## src/rtl/shift_sequencer.sv

```systemverilog
// Multi-cycle 32-bit shifter/rotator: splits a 0..31 shift distance into steps of at most
// 2^StepBits-1 positions, the first step taken on the accepting edge.
module shift_sequencer #(
    parameter int DataWidth = 32,
    parameter int StepBits  = 3
) (
    input  logic                 Clock,
    input  logic                 ResetN,
    input  logic                 Start,
    input  logic [2:0]           Mode,
    input  logic [DataWidth-1:0] DataA,
    input  logic [4:0]           ShiftAmount,
    output logic                 Busy,
    output logic                 Done,
    output logic [DataWidth-1:0] Result
);

    typedef enum logic [1:0] {
        IDLE  = 2'd0,
        SHIFT = 2'd1,
        DONE  = 2'd2
    } state_t;

    localparam logic [4:0] MaxStep = 5'((1 << StepBits) - 1);

    state_t                 state_q, state_d;
    logic [DataWidth-1:0]   acc_q, acc_d;
    logic [4:0]             rem_q, rem_d;
    logic [2:0]             mode_q, mode_d;
    logic [DataWidth-1:0]   result_q, result_d;
    logic                   busy_q, busy_d;
    logic                   done_q, done_d;

    logic                   accept;
    logic                   pass_thru;
    logic [DataWidth-1:0]   src_acc;
    logic [4:0]             src_rem;
    logic [2:0]             src_mode;
    logic [4:0]             step;
    logic [DataWidth-1:0]   nxt_acc;
    logic [4:0]             nxt_rem;

    // One narrow shift stage; rotates use a doubled word so bits wrap through the other end.
    function automatic logic [DataWidth-1:0] shift_step(
        input logic [2:0]           m,
        input logic [DataWidth-1:0] a,
        input logic [4:0]           s
    );
        logic [2*DataWidth-1:0] dbl;
        dbl = {a, a};
        case (m)
            3'd0: shift_step = a << s;
            3'd1: begin
                dbl        = dbl << s;
                shift_step = dbl[2*DataWidth-1:DataWidth];
            end
            3'd2: shift_step = a >> s;
            3'd3: shift_step = DataWidth'($signed(a) >>> s);
            3'd4: begin
                dbl        = dbl >> s;
                shift_step = dbl[DataWidth-1:0];
            end
            default: shift_step = a;
        endcase
    endfunction

    function automatic logic [4:0] step_of(input logic [4:0] r);
        step_of = (r > MaxStep) ? MaxStep : r;
    endfunction

    always_comb begin
        accept    = Start && (state_q != SHIFT);
        pass_thru = (ShiftAmount == 5'd0) || (Mode > 3'd4);

        src_acc  = accept ? DataA       : acc_q;
        src_rem  = accept ? ShiftAmount : rem_q;
        src_mode = accept ? Mode        : mode_q;
        step     = step_of(src_rem);
        nxt_acc  = shift_step(src_mode, src_acc, step);
        nxt_rem  = src_rem - step;

        state_d  = state_q;
        acc_d    = acc_q;
        rem_d    = rem_q;
        mode_d   = mode_q;
        result_d = result_q;

        if (accept && pass_thru) begin
            acc_d    = DataA;
            rem_d    = ShiftAmount;
            mode_d   = Mode;
            result_d = DataA;
            state_d  = DONE;
        end else if (accept || (state_q == SHIFT)) begin
            acc_d  = nxt_acc;
            rem_d  = nxt_rem;
            mode_d = src_mode;
            if (nxt_rem == 5'd0) begin
                result_d = nxt_acc;
                state_d  = DONE;
            end else begin
                state_d  = SHIFT;
            end
        end else if (state_q == DONE) begin
            state_d = IDLE;
        end

        busy_d = (state_d == SHIFT);
        done_d = (state_d == DONE);
    end

    always_ff @(posedge Clock or negedge ResetN) begin
        if (!ResetN) begin
            state_q  <= IDLE;
            acc_q    <= '0;
            rem_q    <= '0;
            mode_q   <= '0;
            result_q <= '0;
            busy_q   <= 1'b0;
            done_q   <= 1'b0;
        end else begin
            state_q  <= state_d;
            acc_q    <= acc_d;
            rem_q    <= rem_d;
            mode_q   <= mode_d;
            result_q <= result_d;
            busy_q   <= busy_d;
            done_q   <= done_d;
        end
    end

    assign Busy   = busy_q;
    assign Done   = done_q;
    assign Result = result_q;

endmodule

```

## config.mk

```make
export PLATFORM = sky130hd
export DESIGN_NAME = shift_sequencer
export DESIGN_NICKNAME = d
export VERILOG_FILES = /design/src/rtl/shift_sequencer.sv
export SDC_FILE = /design/constraint.sdc
export NUM_CORES = 1
export LEC_CHECK = 0
export CORE_UTILIZATION = 55
export DETAILED_ROUTE_END_ITERATION = 7
export PLACE_DENSITY = 0.77
export SYNTH_ARGS = -nofsm -noshare
export SYNTH_HDL_FRONTEND = slang
export SYNTH_SLANG_ARGS = --single-unit
```

## constraint.sdc

```tcl
create_clock -name Clock -period 3.57 [get_ports Clock]
set_input_delay 0.8925 -clock Clock [delete_from_list [all_inputs] [get_ports Clock]]
set_output_delay 0.8925 -clock Clock [all_outputs]
set_load 0.005 [all_outputs]
```

==> impl_results.md, run 1 <==
* Result of the run: complete, no violations
* Fin crit period at 3520 ps
* Count of buffers inserted at the top-level ports at 76
* Count of mapped cells out of synthesis at between 1,000 and 1,500
* Cell seen most often among critical-path stages: buf_4
* Total routing usage reported by global routing at 51.2%
* Final wirelength at 37.3 mm
* Worst path required time at 3870 ps
* Number of DRC violations after detailed-routing iteration 0 at between 1,500 and 2,000
* Commonest non-fill, non-tap cell in the layout: buf_4
* Slowest cell on the critical path: clkdlybuf4s50_1
* Post-CTS Resized at 0
* Fin. max-slew vios at 0
* Crit Path Class: in2reg
* Area after DPL at 0.0105 mm²
* Total number of vias at approximately 10,000
* Unrepaired setup endpoints after global routing: true
* Min setup slack post-route at 51.3 ps
* Core footprint at around 0.014 mm²
* Slew at the pin with the worst max-slew slack at 1030 ps
* VDD IR max at 0.761 mV
* Core occupancy in the finished layout at between 70% and 80%
* Pin count of the biggest net entering global routing at between 70 and 80
* Detailed-routing iteration count for the pre-antenna-repair pass at 6
* Final worst path period share at 98.6%
* Via density per instance at 7.07
* Floorplan die width at 121 µm
* Std cell rows at 43
* CTS tree: built
* CTS root buf: clkbuf_16
* Highest Clock Rate at 284 MHz
* Hold buffer count at CTS at 0
* TritonCTS Sinks at 76
* Critical Path Start Type: input pin
* Count of distinct cell types in the synthesized netlist at 87
* Path category of the worst min-delay check: reg2reg
* Clock network latency to the later pin of the worst-skew pair at 360 ps
* Vert. Die Dim at 121 µm
* Leading cell types by total area after synthesis: dfrtp_1 (24%), mux2i_1 (8.4%), nand2_1 (6.7%)
* Worst stage delay on the critical path at 490 ps
* Total count of hold-check failures in the final report at 0
* DRC at 0
* Number of primary I/O pins at 77
* Reg clk slew, reported paths at 70 ps
* Area fraction of the dominant cell type after synthesis at 24.5%
* Worst rel slew slack at 31.1%
* Worst-path fanout max at 17
* Area grow syn2layout at 39.4%
* Share of layout cells above drive strength 1 at 27.1%
* Fin Hold WS at 497 ps
* Post-synthesis cell area at 0.00777 mm²
* Final std cell area, no fill at 0.0108 mm²
* MaxCap Viol Count at 0
* First-pass GRT wire length at roughly 56 mm
* Final net count at between 1,000 and 1,500
* GRT Residual Overflow at 0
* Dominant synthesized flop cell: dfrtp_1
* Multi-input gate area in the final layout at 0.00547 mm²
* Number of nets in the synthesized netlist at roughly 1,100
* Die ar. at 0.0146 mm²
* EDFF count, synth at 0
* HPWL after detailed placement at 28.4 mm
* # setup viols final at 0
* Flip-flop and latch count after synthesis at 76
* Number of nets with antenna violations after detailed routing at 0
* Vias in the first global route at 9,998
* Leading area contributor after synthesis: dfrtp_1
* Final weighted congestion of routability-driven global placement at approximately 1.1
* Final routed wire length divided by cell count at 25.2 µm
* Highest-count cells in the layout ignoring fill and taps: buf_4 (255), nand2_1 (138), nor2_1 (108), a21oi_1 (90), dfrtp_1 (76)
* Fillers at between 1,000 and 1,500
* Data arrival time of the critical path at 3820 ps
* Power per cell area at about 1100 mW/mm²
* Post-placement setup slack at -324 ps
* Maximum buffer depth of the clock tree at 2
* Static Leak at 4.63 nW
* Part of the Yosys area used for sequential elements at 24.5%
* Skew final at 12.6 ps
* Buffers inserted during post-CTS setup optimization at 0
* Effective utilization at floorplan at between 50 and 60%
* Footprint of the flip-flops and latches at 0.00190 mm²
* Average footprint of a synthesized cell at 7.53 µm²
* Sort of element at the end of the critical path: flop
* Number of antenna violations at the first check in global routing at 0
* Maximum level of the CTS H-tree at 3
* Yosys warning total at 0
* Clock buffer count from CTS at 9
* Async set-reset flop share out of synthesis at between 90% and 100%
* Total chip power at approximately 12 mW
* Worst-path cell chain: clkdlybuf4s50_1 -> buf_4 -> nor3_4 -> buf_4 -> buf_12 -> nand2_1 -> buf_4 -> a32oi_1 -> buf_4 -> mux2i_1 -> nand2_1 -> o31ai_1 -> a211oi_2 -> buf_4 -> mux2_2
-- layout make-up --
class	count	area share (%)
antenna	1	0.0231
clock buffer	11	2.15
clock inverter	5	0.346
inverter	6	0.208
multi-input combinational	858	50.5
sequential	76	17.5
tap	180	2.08
timing repair buffer	344	27.2
-- registers in the layout (all words and copies together) (netlist names) --
register,cells
Busy,1
Done,1
Result,32
acc_q,32
mode_q,3
rem_q,5
state_q,2
-- power breakdown --
part	internal [mW]	switching [mW]
Sequential	1.33	0.483
Combinational	4.27	5.15
Clock	0.474	0.407
-- critical path, delay by kind of cell --
family | cells | cell delay, ps
muxes | 2 | 230
AOI/OAI and AO/OA | 3 | 660
buffers and inverters | 7 | 1570
and+or+nand+nor | 3 | 460
-- kinds of logic after synthesis --
logic type	share of synthesized area [%]
adder cells (fa/ha/maj)	0.161
AO/OA/AOI/OAI	34.9
flip-flops	24.5
multiplexers	12.9
buffers and inverters	6.00
AND/OR/NAND/NOR	21.0
XOR/XNOR	0.563
-- through the flow --
stage,TNS [ps],instances
CTS,0,1480
finish,0,1481
global route,-229,1480
floorplan,0,1033
global placement,-5350,1464
detailed placement,-7870,1464
-- final timing paths --
path	from	end	slack (ps)	cells past startpoint
worst max-delay path	ShiftAmount[4]	Result[25]	50	15
worst min-delay path	Result[1]	Result[1]	500	2
worst max register to register	state_q[0]	Result[6]	370	9
worst min register to register	Result[1]	Result[1]	500	2
max in group asynchronous	ResetN	Result[3]	2190	1
min in group asynchronous	ResetN	rem_q[4]	640	1
-- synthesized netlist by cell type (8+ instances only) --
cell,number
nand2_1,139
nor2_1,108
a21oi_1,90
dfrtp_1,76
mux2i_1,65
o21ai_0,58
buf_2,49
clkbuf_1,31
mux2_2,30
nand3_1,26
a211oi_1,23
nor3_1,21
o22ai_1,21
a31oi_1,20
a22oi_1,19
o21ai_1,19
o211ai_1,12
a211o_1,11
a221oi_1,11
and2_1,11
a32oi_1,10
o221ai_1,10
a221o_1,8
and3_1,8
-- metal layers --
layer / vias to the layer above / GRT usage, % / part of all wire [%]
met5: - / 0 / 0
met4: 0 / 36.8 / 8.6
met3: 285 / 12.3 / 12
met2: 868 / 78.3 / 43
met1: 4863 / 63.0 / 36
li1: 4454 / - / -
Note: power is estimated with default switching activity, not from simulation.
==> run 2: changes to the inputs <==
--- a/config.mk
+++ b/config.mk
@@ -5,9 +5,10 @@
 export SDC_FILE = /design/constraint.sdc
 export NUM_CORES = 1
 export LEC_CHECK = 0
-export CORE_UTILIZATION = 55
+export CORE_UTILIZATION = 50
 export DETAILED_ROUTE_END_ITERATION = 7
-export PLACE_DENSITY = 0.77
+export PLACE_DENSITY = 0.81
+export SLEW_MARGIN = 25
 export SYNTH_ARGS = -nofsm -noshare
 export SYNTH_HDL_FRONTEND = slang
 export SYNTH_SLANG_ARGS = --single-unit
==> impl_results.md, run 2 (synthesis results as in run 1) <==
* Count of buffers inserted at the top-level ports at 76
* CTS tree: built
* Highest-count cells in the layout ignoring fill and taps: buf_4 (275), nand2_1 (138), nor2_1 (107), a21oi_1 (89), dfrtp_1 (76)
* Slowest cell on the critical path: a2111oi_0
* Cell seen most often among critical-path stages: buf_4
* Maximum level of the CTS H-tree at 3
* Worst rel slew slack at a little under 50%
* Critical Path Start Type: input pin
* Worst stage delay on the critical path at 510 ps
* # setup viols final at 0
* Number of primary I/O pins at 77
* Number of nets with antenna violations after detailed routing at 0
* Final routed wire length divided by cell count at 25.5 µm
* Commonest non-fill, non-tap cell in the layout: buf_4
* VDD IR max at 0.645 mV
* Path category of the worst min-delay check: reg2reg
* Final wirelength at slightly below 40 mm
* Slew at the pin with the worst max-slew slack at 771 ps
* Crit. Startpoint: Start
* Total count of hold-check failures in the final report at 0
* Worst-path fanout max at 18
* Total routing usage reported by global routing at 48.6%
* Static Leak at 4.72 nW
* Worst path required time at 3770 ps
* Unrepaired setup endpoints after global routing: false
* Std cell rows at 45
* Fin crit period at between 3000 and 4000 ps
* Result of the run: complete, no violations
* Fin. max-slew vios at 0
* Effective utilization at floorplan at 51.1%
* Clock buffer count from CTS at 9
* Final worst path period share at a little over nine tenths
* Core footprint at around 0.015 mm²
* Crit Path Class: in2reg
* Worst-path cell chain: clkdlybuf4s50_1 -> buf_4 -> nand2_1 -> buf_4 -> a21oi_1 -> mux2_2 -> o221ai_1 -> a2111oi_0 -> a211o_1 -> a31oi_1
* Number of diodes added for antenna fixing at 0
* Total number of vias at between 10,000 and 15,000
* Number of DRC violations after detailed-routing iteration 0 at around 1,600
* Data arrival time of the critical path at between 3000 and 4000 ps
* Die ar. at 0.0161 mm²
* Area after DPL at 0.0106 mm²
* Highest Clock Rate at 285 MHz
* Clock network latency to the later pin of the worst-skew pair at 360 ps
* Vias in the first global route at between 9,000 and 10,000
* Final std cell area, no fill at 0.0110 mm²
* Floorplan die width at roughly 130 µm
* Startpoint of the most critical hold path: Result[3]
* Area grow syn2layout at 40.9%
* Via density per instance at 6.88
* Final net count at 1,357
* HPWL after detailed placement at around 29 mm
* First-pass GRT wire length at 58.1 mm
* Sort of element at the end of the critical path: flop
* Skew final at approximately 14 ps
* Hold buffer count at CTS at 0
* GRT Residual Overflow at 0
* Vert. Die Dim at 127 µm
* Detailed-routing iteration count for the pre-antenna-repair pass at 6
* TritonCTS Sinks at 76
* MaxCap Viol Count at 0
* Core occupancy in the finished layout at 72.1%
* Reg clk slew, reported paths at 60 ps
* Number of antenna violations at the first check in global routing at 0
* Total chip power at 12.2 mW
* Power per cell area at 1110 mW/mm²
* CTS root buf: clkbuf_16
* Reg-to-reg critical path startpoint: rem_q[4]
* Maximum buffer depth of the clock tree at 2
* Pin count of the biggest net entering global routing at between 70 and 80
* Final weighted congestion of routability-driven global placement at 1.05
* Share of layout cells above drive strength 1 at 27.8%
* DRC at 0
==> run 2: path summary, 6_finish.rpt <==
check / cells past startpoint / slack [ps] / to
max: 10 / 60 / Result[29]
max reg2reg: 14 / 290 / Result[29]
max in group asynchronous: 1 / 2450 / acc_q[0]
min in group asynchronous: 1 / 530 / state_q[1]
min: 2 / 480 / Result[3]
min reg2reg: 2 / 480 / Result[3]
==> run 2: stage by stage <==
step / TNS [ps] / hold slack, ps / std cells / worst slack (ps)
global placement: -6830 / 472 / 1487 / -231
global route: 0 / 506 / 1506 / 7.58
floorplan: 0 / 477 / 1033 / 11.8
CTS: 0 / 489 / 1503 / 85.0
detailed placement: -8800 / 475 / 1487 / -274
finish: 0 / 479 / 1506 / 60.7
==> run 2: report_power, final <==
| group | switching, mW | internal, mW |
|---|---|---|
| clock network | 0.420 | 0.563 |
| registers | 0.497 | 1.32 |
| logic | 5.12 | 4.27 |
==> run 2: cell type report <==
| cell class | instances | area, µm² |
|---|---|---|
| Multi-Input combinational cell | 858 | 5450 |
| Fill cell | 1258 | 4250 |
| Timing Repair Buffer | 362 | 3050 |
| Sequential cell | 76 | 1900 |
| Clock buffer | 11 | 243 |
| Tap cell | 188 | 235 |
| Clock inverter | 5 | 58.8 |
| Inverter | 6 | 22.5 |
==> run 2: what timing repair did <==
action | 4_1_cts | 5_1_grt
gates resized for setup | 0 | 10
buffers inserted | 0 | 3
setup endpoints to repair | 0 | 29
==> run 2: worst max-delay path: cells and delay by family <==
| kind | cells | cell delay (ps) |
|---|---|---|
| simple gates | 1 | 120 |
| mux | 1 | 260 |
| buf+inv | 3 | 1040 |
| compound gates | 5 | 1380 |
==> run 2: routing by layer <==
| layer | track usage (%) | share of wire (%) | vias up |
|---|---|---|---|
| met5 | 0 | 0 | - |
| met4 | 34.9 | 7.8 | 0 |
| met3 | 9.45 | 11 | 212 |
| met2 | 75.1 | 43 | 860 |
| met1 | 60.9 | 37 | 4817 |
| li1 | - | - | 4479 |
